### src/rtl/mem_port_arbiter.sv
// Two-requester arbiter/sequencer for the unified single-port CPU memory.
// Port 0 is the CPU datapath, port 1 the debug/loader port. Each access
// walks IDLE -> ACCESS -> DONE: grant and latch in IDLE, drive the memory
// for exactly one cycle in ACCESS, pulse the owner's ack in DONE.
// CPU stores into the instruction region are suppressed and flagged on err0.
module mem_port_arbiter #(
   parameter int ADDR_W     = 32,
   parameter int DATA_W     = 32,
   parameter int INST_WORDS = 32
) (
   input  logic              clk,
   input  logic              reset,
   // port 0: CPU datapath
   input  logic              req0,
   input  logic              we0,
   input  logic [ADDR_W-1:0] addr0,
   input  logic [DATA_W-1:0] wdata0,
   output logic              ack0,
   output logic [DATA_W-1:0] rdata0,
   output logic              err0,
   // port 1: debug/loader
   input  logic              req1,
   input  logic              we1,
   input  logic [ADDR_W-1:0] addr1,
   input  logic [DATA_W-1:0] wdata1,
   input  logic              lock1,
   output logic              ack1,
   output logic [DATA_W-1:0] rdata1,
   // memory side
   output logic [ADDR_W-1:0] mem_addr,
   output logic [DATA_W-1:0] mem_wdata,
   output logic              mem_read,
   output logic              mem_write,
   input  logic [DATA_W-1:0] mem_rdata
);

   typedef enum logic [1:0] {
      IDLE   = 2'd0,
      ACCESS = 2'd1,
      DONE   = 2'd2
   } state_t;

   // Word-index limit of the protected instruction region, sized to the
   // word-address field it is compared against.
   localparam logic [ADDR_W-3:0] INST_LIMIT = (ADDR_W-2)'(INST_WORDS);

   state_t            state_q, state_d;
   logic              last_grant_q, last_grant_d;
   logic              owner_q, owner_d;
   logic              we_q, we_d;
   logic [ADDR_W-1:0] addr_q, addr_d;
   logic [DATA_W-1:0] wdata_q, wdata_d;
   logic              ack0_q, ack0_d;
   logic              ack1_q, ack1_d;
   logic              err0_q, err0_d;
   logic [DATA_W-1:0] rdata0_q, rdata0_d;
   logic [DATA_W-1:0] rdata1_q, rdata1_d;

   logic              grant_valid;
   logic              grant_port;
   logic              prot;

   // A CPU-owned access that targets the instruction region.
   assign prot = ~owner_q & (addr_q[ADDR_W-1:2] < INST_LIMIT);

   // Arbitration, latching and completion: next-state for every flop.
   always_comb begin
      // NOTE: every _d starts from its _q (or a pulse default) so no path
      // leaves a variable unassigned, which would otherwise infer a latch.
      state_d      = state_q;
      last_grant_d = last_grant_q;
      owner_d      = owner_q;
      we_d         = we_q;
      addr_d       = addr_q;
      wdata_d      = wdata_q;
      ack0_d       = 1'b0;
      ack1_d       = 1'b0;
      err0_d       = 1'b0;
      rdata0_d     = rdata0_q;
      rdata1_d     = rdata1_q;
      grant_valid  = 1'b0;
      grant_port   = 1'b0;

      case (state_q)
         IDLE: begin
            if (req1 && lock1 && last_grant_q) begin
               // Port 1 holds the bus while it keeps lock1 asserted.
               grant_valid = 1'b1;
               grant_port  = 1'b1;
            end else if (req0 && req1) begin
               grant_valid = 1'b1;
               grant_port  = ~last_grant_q;
            end else if (req0) begin
               grant_valid = 1'b1;
               grant_port  = 1'b0;
            end else if (req1) begin
               grant_valid = 1'b1;
               grant_port  = 1'b1;
            end

            if (grant_valid) begin
               owner_d      = grant_port;
               last_grant_d = grant_port;
               we_d         = grant_port ? we1    : we0;
               addr_d       = grant_port ? addr1  : addr0;
               wdata_d      = grant_port ? wdata1 : wdata0;
               state_d      = ACCESS;
            end
         end

         ACCESS: begin
            if (!we_q) begin
               if (owner_q) rdata1_d = mem_rdata;
               else         rdata0_d = mem_rdata;
            end
            ack0_d  = ~owner_q;
            ack1_d  = owner_q;
            err0_d  = prot & we_q;
            state_d = DONE;
         end

         DONE: begin
            state_d = IDLE;
         end

         default: begin
            state_d = IDLE;
         end
      endcase
   end

   // State register with asynchronous reset; last_grant resets to 1 so
   // port 0 wins the first tie.
   always_ff @(posedge clk or posedge reset) begin
      if (reset) begin
         state_q      <= IDLE;
         last_grant_q <= 1'b1;
         owner_q      <= 1'b0;
         we_q         <= 1'b0;
         addr_q       <= '0;
         wdata_q      <= '0;
         ack0_q       <= 1'b0;
         ack1_q       <= 1'b0;
         err0_q       <= 1'b0;
         rdata0_q     <= '0;
         rdata1_q     <= '0;
      end else begin
         // NOTE: non-blocking assignments so every flop samples pre-edge
         // values regardless of statement order.
         state_q      <= state_d;
         last_grant_q <= last_grant_d;
         owner_q      <= owner_d;
         we_q         <= we_d;
         addr_q       <= addr_d;
         wdata_q      <= wdata_d;
         ack0_q       <= ack0_d;
         ack1_q       <= ack1_d;
         err0_q       <= err0_d;
         rdata0_q     <= rdata0_d;
         rdata1_q     <= rdata1_d;
      end
   end

   // Memory strobes decode from state and latches only; an asynchronous
   // reset drops them immediately because state_q leaves ACCESS at once.
   assign mem_addr  = addr_q;
   assign mem_wdata = wdata_q;
   assign mem_read  = (state_q == ACCESS) & ~we_q;
   assign mem_write = (state_q == ACCESS) & we_q & ~prot;

   assign ack0   = ack0_q;
   assign ack1   = ack1_q;
   assign err0   = err0_q;
   assign rdata0 = rdata0_q;
   assign rdata1 = rdata1_q;

endmodule

### config.mk
export PLATFORM = sky130hd
export DESIGN_NAME = mem_port_arbiter
export DESIGN_NICKNAME = d
export VERILOG_FILES = /design/src/rtl/mem_port_arbiter.sv
export SDC_FILE = /design/constraint.sdc
export NUM_CORES = 1
export LEC_CHECK = 0
export CORE_MARGIN = 10
export CORE_UTILIZATION = 44
export CTS_CLUSTER_DIAMETER = 120
export CTS_CLUSTER_SIZE = 14
export DETAILED_ROUTE_END_ITERATION = 16
export PLACE_DENSITY = 0.86
export SETUP_SLACK_MARGIN = 0.2
export SYNTH_ARGS = -nofsm -noshare
export SYNTH_HDL_FRONTEND = slang
export SYNTH_SLANG_ARGS = --single-unit
### constraint.sdc
create_clock -name clk -period 8.3 [get_ports clk]
set_clock_uncertainty 0.05 [all_clocks]
set_input_delay 1.66 -clock clk [delete_from_list [all_inputs] [get_ports clk]]
set_output_delay 1.66 -clock clk [all_outputs]
set_load 0.02 [all_outputs]
== Word-level counts from Yosys, hierarchy flattened ==
Index checks and enable logic that the tools add are counted.
W data, S select, Z words.

* Register bits after elaboration: 136
* Bits of input ports: 167
* Output and inout port bits: 133

* Order comparisons: 1
* Equality and inequality tests: 2
* Muxes and demuxes: 17
* Bitwise operators: 9
* Reduce and logical (&&, ||, !) cells: 7

{| class="wikitable"
|+ Operators with widths
! cell !! number
|-
| $mux W32 || 2
|-
| $lt A30 B6 Y1 const B || 1
|-
| $mux W1 || 13
|-
| $reduce_and A3 Y1 || 2
|-
| $and A1 B1 Y1 || 5
|-
| $not A1 Y1 || 4
|-
| $pmux W2 S2 || 1
|-
| $logic_and A1 B1 Y1 || 3
|-
| $eq A2 B1 Y1 const B || 1
|-
| $logic_not A2 Y1 || 1
|-
| $mux W2 || 1
|-
| $ne A2 B2 Y1 const B || 1
|-
| $reduce_and A2 Y1 || 1
|}

== Depth between registers and ports, before layout ==
* Depth in word-level cells: 7
* Mapped depth: 6

== Worst setup path after synthesis ==
OpenSTA, ideal clock, no wires.

* Path type: flip-flop to output port
* Start point: reg addr_q[19], in the netlist mem_addr[19]
* End point: out mem_write
* Data arrival time: 1.295 ns
* Required time: 6.590 ns
* Path slack: 5.295 ns
* Cell stages (with the launch flop): 4
* Path buffers: 0
* Path through: dfrtp_1 > nor4_1 > and3_1 > a211oi_1

* Cells in the longest elaborated chain, start to end: 4

{| class="wikitable"
|+ Ends and longest elaborated chain
! what !! RTL line !! source
|-
| start: declaration || 51 || <nowiki>logic [ADDR_W-1:0] addr_q, addr_d;</nowiki>
|-
| start signal: assignment || 154 || <nowiki>addr_q <= addr_d;</nowiki>
|-
| $lt A30 B6 Y1 || 64 || <nowiki>assign prot = ~owner_q & (addr_q[ADDR_W-1:2] < INST_LIMIT);</nowiki>
|-
| $and A1 B1 Y1 || 64 ||
|-
| $not A1 Y1 || 169 || <nowiki>assign mem_write = (state_q == ACCESS) & we_q & ~prot;</nowiki>
|-
| $and A1 B1 Y1 || 169 ||
|-
| end: declaration || 33 || <nowiki>output logic mem_write,</nowiki>
|}

Every way passes these cells.

== Worst setup path after layout ==
* Start point: in req1
* End point: reg addr_q[10], in the netlist mem_addr[10]

* Cells in the longest elaborated chain, start to end: 6
* Elaborated cells between the ends (all ways): 14
* Classes of those cells: 10 x mux; 4 x reduce/logical

{| class="wikitable"
|+ Ends and longest elaborated chain
! what !! RTL line !! source
|-
| start: declaration || 22 || <nowiki>input logic req1,</nowiki>
|-
| $mux W1 || 96 || <nowiki>end else if (req1) begin</nowiki>
|-
| $mux W1 || 93 || <nowiki>end else if (req0) begin</nowiki>
|-
| $mux W1 || 90 || <nowiki>end else if (req0 && req1) begin</nowiki>
|-
| $mux W1 || 86 || <nowiki>if (req1 && lock1 && last_grant_q) begin</nowiki>
|-
| $mux W1 || 84 || <nowiki>case (state_q)</nowiki>
|-
| $mux W32 or $reduce_and A2 Y1 (tied branches) || n/a ||
|}

Parallel ways exist; a longest one is shown, timed or not. The select of a mux whose other input is x is not followed.
A chain may end at the register's enable or synchronous reset.

==> out/metrics.cfg <==
[status]
status = completed

[cts]
cts-root-buf = clkbuf_16
cts_buffers = 17
tritoncts = done
clk_path_buf_depth = 2
cts_setup_buffers = 0
cts.sinks = 136
cts-htree-levels = 4
cts-resized-gates = 0
clk_latency_ps = 420
clkTransAtPathRegs_ps = 60
hold_buffers = 0

[layout]
seq_area_sq_mm = 0.00340
fillers = 967
area_delta_synth_final_pct = 57.6
insertedDiodeCount = 0
nets = 977
multi_input_area_sq_mm = 0.00232
drive_gt1_frac = 0.132

[floorplanning]
start_util = 0.450
dieArea_sq_mm = 0.0193
std_cell_rows = 43
die_x_microns = 139
die_height_microns = 139
core_sq_mm = 0.0139
io_pins = 300

[setup_path]
path_max_fanout = 67
r2r_setup_slack_ps = 5490
end_kind = flip-flop
cp-startpoint = req1
r2r_end = mem_addr[10]
rr_startpoint = state_q[0]
worstSetupPathType = in -> reg
rr_worst_depth = 4
critical_path_required_ps = 8460
critPathLaunchType = input pin
cp.arrival_ps = 4850

[placement]
gp_congestion = 0.839
hpwl_microns = 16500
dp_slack_ps = 3320
io_buffers = 299

[global_route]
gr-usage-met3 = 0.110
use_met2 = 0.357
grt_use_total = 0.228
grt_pass1_wl_microns = 35200
met1_usage = 0.261
grt_max_degree = 95
grt_remaining_overflow = 0
antenna_found_initial = 2
grt_busiest_layer = met2
grt_pass1_vias = 6144

[synthesis]
synth_top_cell_by_area = dfrtp_1
seq_area_frac_synth = 0.546
yosysUniqueCellTypes = 29
syn-cell-area_sq_mm = 0.00624
yosys.area.top_type_share = 0.541
syn_nets = 711
ys_top_cells_by_area = dfrtp_1 54%, o221ai_1 9.1%, mux2_4 7.2%
post_synth.cell_area_avg_sq_um = 11.5
yosys_warnings = 0
syn_inst = 544
synth_seq_cells = 136

[detailed_routing]
drc_errors = 0
detail_route.wl_per_cell_microns = 22.6
ant_nets = 0
finalWirelength_microns = 22700
routed_via_density = 5.73
drt_iter0_markers = 289
drt_pass1_iterations = 5
vias = 5747

[timing]
worst_pin_slew_ps = 1300
min_period_ps = 4690
final_min_period_over_clock_period = 0.566
rsz0062_at_grt = no
timing.setup.tns_ps = 0
hold_violations = 0
relSlewSlack = 0.136
layout_setup_ws_ps = 3610
finalMaxSlewViolations = 0
fmax_mhz = 213
finalSetupViolCount = 0

[power]
clkPwrFrac = 0.186
ir_worst_vdd_mv = 0.203
power_leakage_nw = 4.09
switching_share = 0.392
pwr-share-comb = 0.514
p_switching_mw = 1.61
power.density_mw_per_mm2 = 417
seq_power_share = 0.300
cellInternalPower_mw = 2.50

[flow_run]
drv_cap = 0

[min_path]
hold_class = reg -> reg
hold_end = rdata0[26]
hold_depth = 1
hold_start = rdata0[26]

==> power by group through the flow <==
| stage | Sequential (mW) | Combinational [mW] | Clock, mW |
|---|---|---|---|
| after detailed placement | 1.24 | 2.11 | 0 |
| after CTS | 1.23 | 2.13 | 0.778 |
| after global placement | 1.22 | 2.07 | 0 |
| after floorplan | 1.59 | 0.798 | 0 |
| final | 1.23 | 2.11 | 0.763 |
| after global routing | 1.28 | 2.25 | 0.809 |
==> worst max-delay path by stage <==
stage / to / slack (ps) / depth (start not counted)
3_3_place_gp: mem_addr[22] / 3440 / 6
4_1_cts: mem_addr[10] / 3750 / 6
2_1_floorplan: ack0 / 2950 / 1
3_5_place_dp: mem_addr[0] / 3320 / 6
5_1_grt: mem_addr[10] / 3460 / 6
6_report: mem_addr[10] / 3610 / 6
==> state kept, by name, summed over array words and instances (netlist names) <==
| name | flops |
|---|---|
| ack0 | 1 |
| ack1 | 1 |
| rdata0 | 32 |
| err0 | 1 |
| rdata1 | 32 |
| we_q | 1 |
| owner_q | 1 |
| state_q | 2 |
| last_grant_q | 1 |
| mem_wdata | 32 |
| mem_addr | 32 |
==> logic make-up after synthesis <==
logic type,after synthesis,share of synthesized area
buf+inv,125,0.0852
simple gates,151,0.140
compound gates,68,0.0952
flops,136,0.546
mux,64,0.134
==> final cells by class <==
class,count,share of cell area
Tap cell,180,0.0229
Clock inverter,14,0.0177
Timing Repair Buffer,304,0.308
Sequential cell,136,0.346
Inverter,68,0.0265
Clock buffer,18,0.0436
Multi-Input combinational cell,283,0.235
==> cells in the mapped netlist, drive strengths merged <==
| library cell | number |
|---|---|
| or2 | 1 |
| and3 | 2 |
| nand3b | 1 |
| nor4 | 6 |
| and4 | 2 |
| nor2 | 4 |
| nand3 | 65 |
| inv | 68 |
| mux2 | 64 |
| nor3 | 1 |
| nand2b | 1 |
| a211oi | 1 |
| dfrtp | 135 |
| clkbuf | 33 |
| a22o | 2 |
| nand4 | 65 |
| buf | 24 |
| o221ai | 65 |
| nand2 | 1 |
| dfstp | 1 |
| and2 | 2 |
==> cell usage in the layout (no fill, tap or decap) <==
| master | count |
|---|---|
| and3_1 | 1 |
| nor3_4 | 1 |
| inv_2 | 2 |
| o221ai_1 | 65 |
| clkinv_2 | 2 |
| nor4_1 | 6 |
| mux2_1 | 2 |
| nand2b_4 | 1 |
| dfrtp_1 | 135 |
| clkbuf_1 | 1 |
| and2_1 | 1 |
| nand3_1 | 65 |
| mux2_4 | 30 |
| clkdlybuf4s50_1 | 298 |
| nor2_1 | 3 |
| clkinvlp_4 | 4 |
| and4_1 | 2 |
| and3_4 | 1 |
| mux2_2 | 32 |
| inv_6 | 3 |
| clkinv_4 | 3 |
| bufinv_16 | 3 |
| dfstp_2 | 1 |
| nand2_1 | 1 |
| buf_2 | 1 |
| or2_2 | 1 |
| nand3b_1 | 1 |
| inv_1 | 65 |
| nor2_4 | 1 |
| nand4_1 | 65 |
| a22o_1 | 2 |
| clkbuf_16 | 17 |
| a211oi_1 | 1 |
| and2_2 | 1 |
| buf_4 | 5 |
==> layer usage <==
metal | up-vias | routed length [microns] | part of all wire
li1 | 2556 | - | -
met1 | 2822 | 8980 | 0.40
met2 | 316 | 10600 | 0.47
met3 | 49 | 2390 | 0.11
met4 | 4 | 689 | 0.030
met5 | - | 27 | 0.0012
==> through the flow <==
stage | util | cells | total power [mW] | hold WS, ps | instance area, sq um
finish | 0.708 | 1003 | 4.11 | 443 | 9830
global placement | 0.665 | 971 | 3.28 | 420 | 9230
floorplan | - | 544 | 2.38 | 442 | 6240
detailed placement | 0.665 | 971 | 3.35 | 438 | 9230
global route | 0.708 | 1003 | 4.33 | 474 | 9830
CTS | 0.708 | 1003 | 4.14 | 451 | 9830
==> critical path: stages <==
cell and delay (ps):
buf_2 950, or2_2 250, buf_4 570, nand2_1 220, inv_2 910, o221ai_1 270
Power figures use the tool's default switching activity.
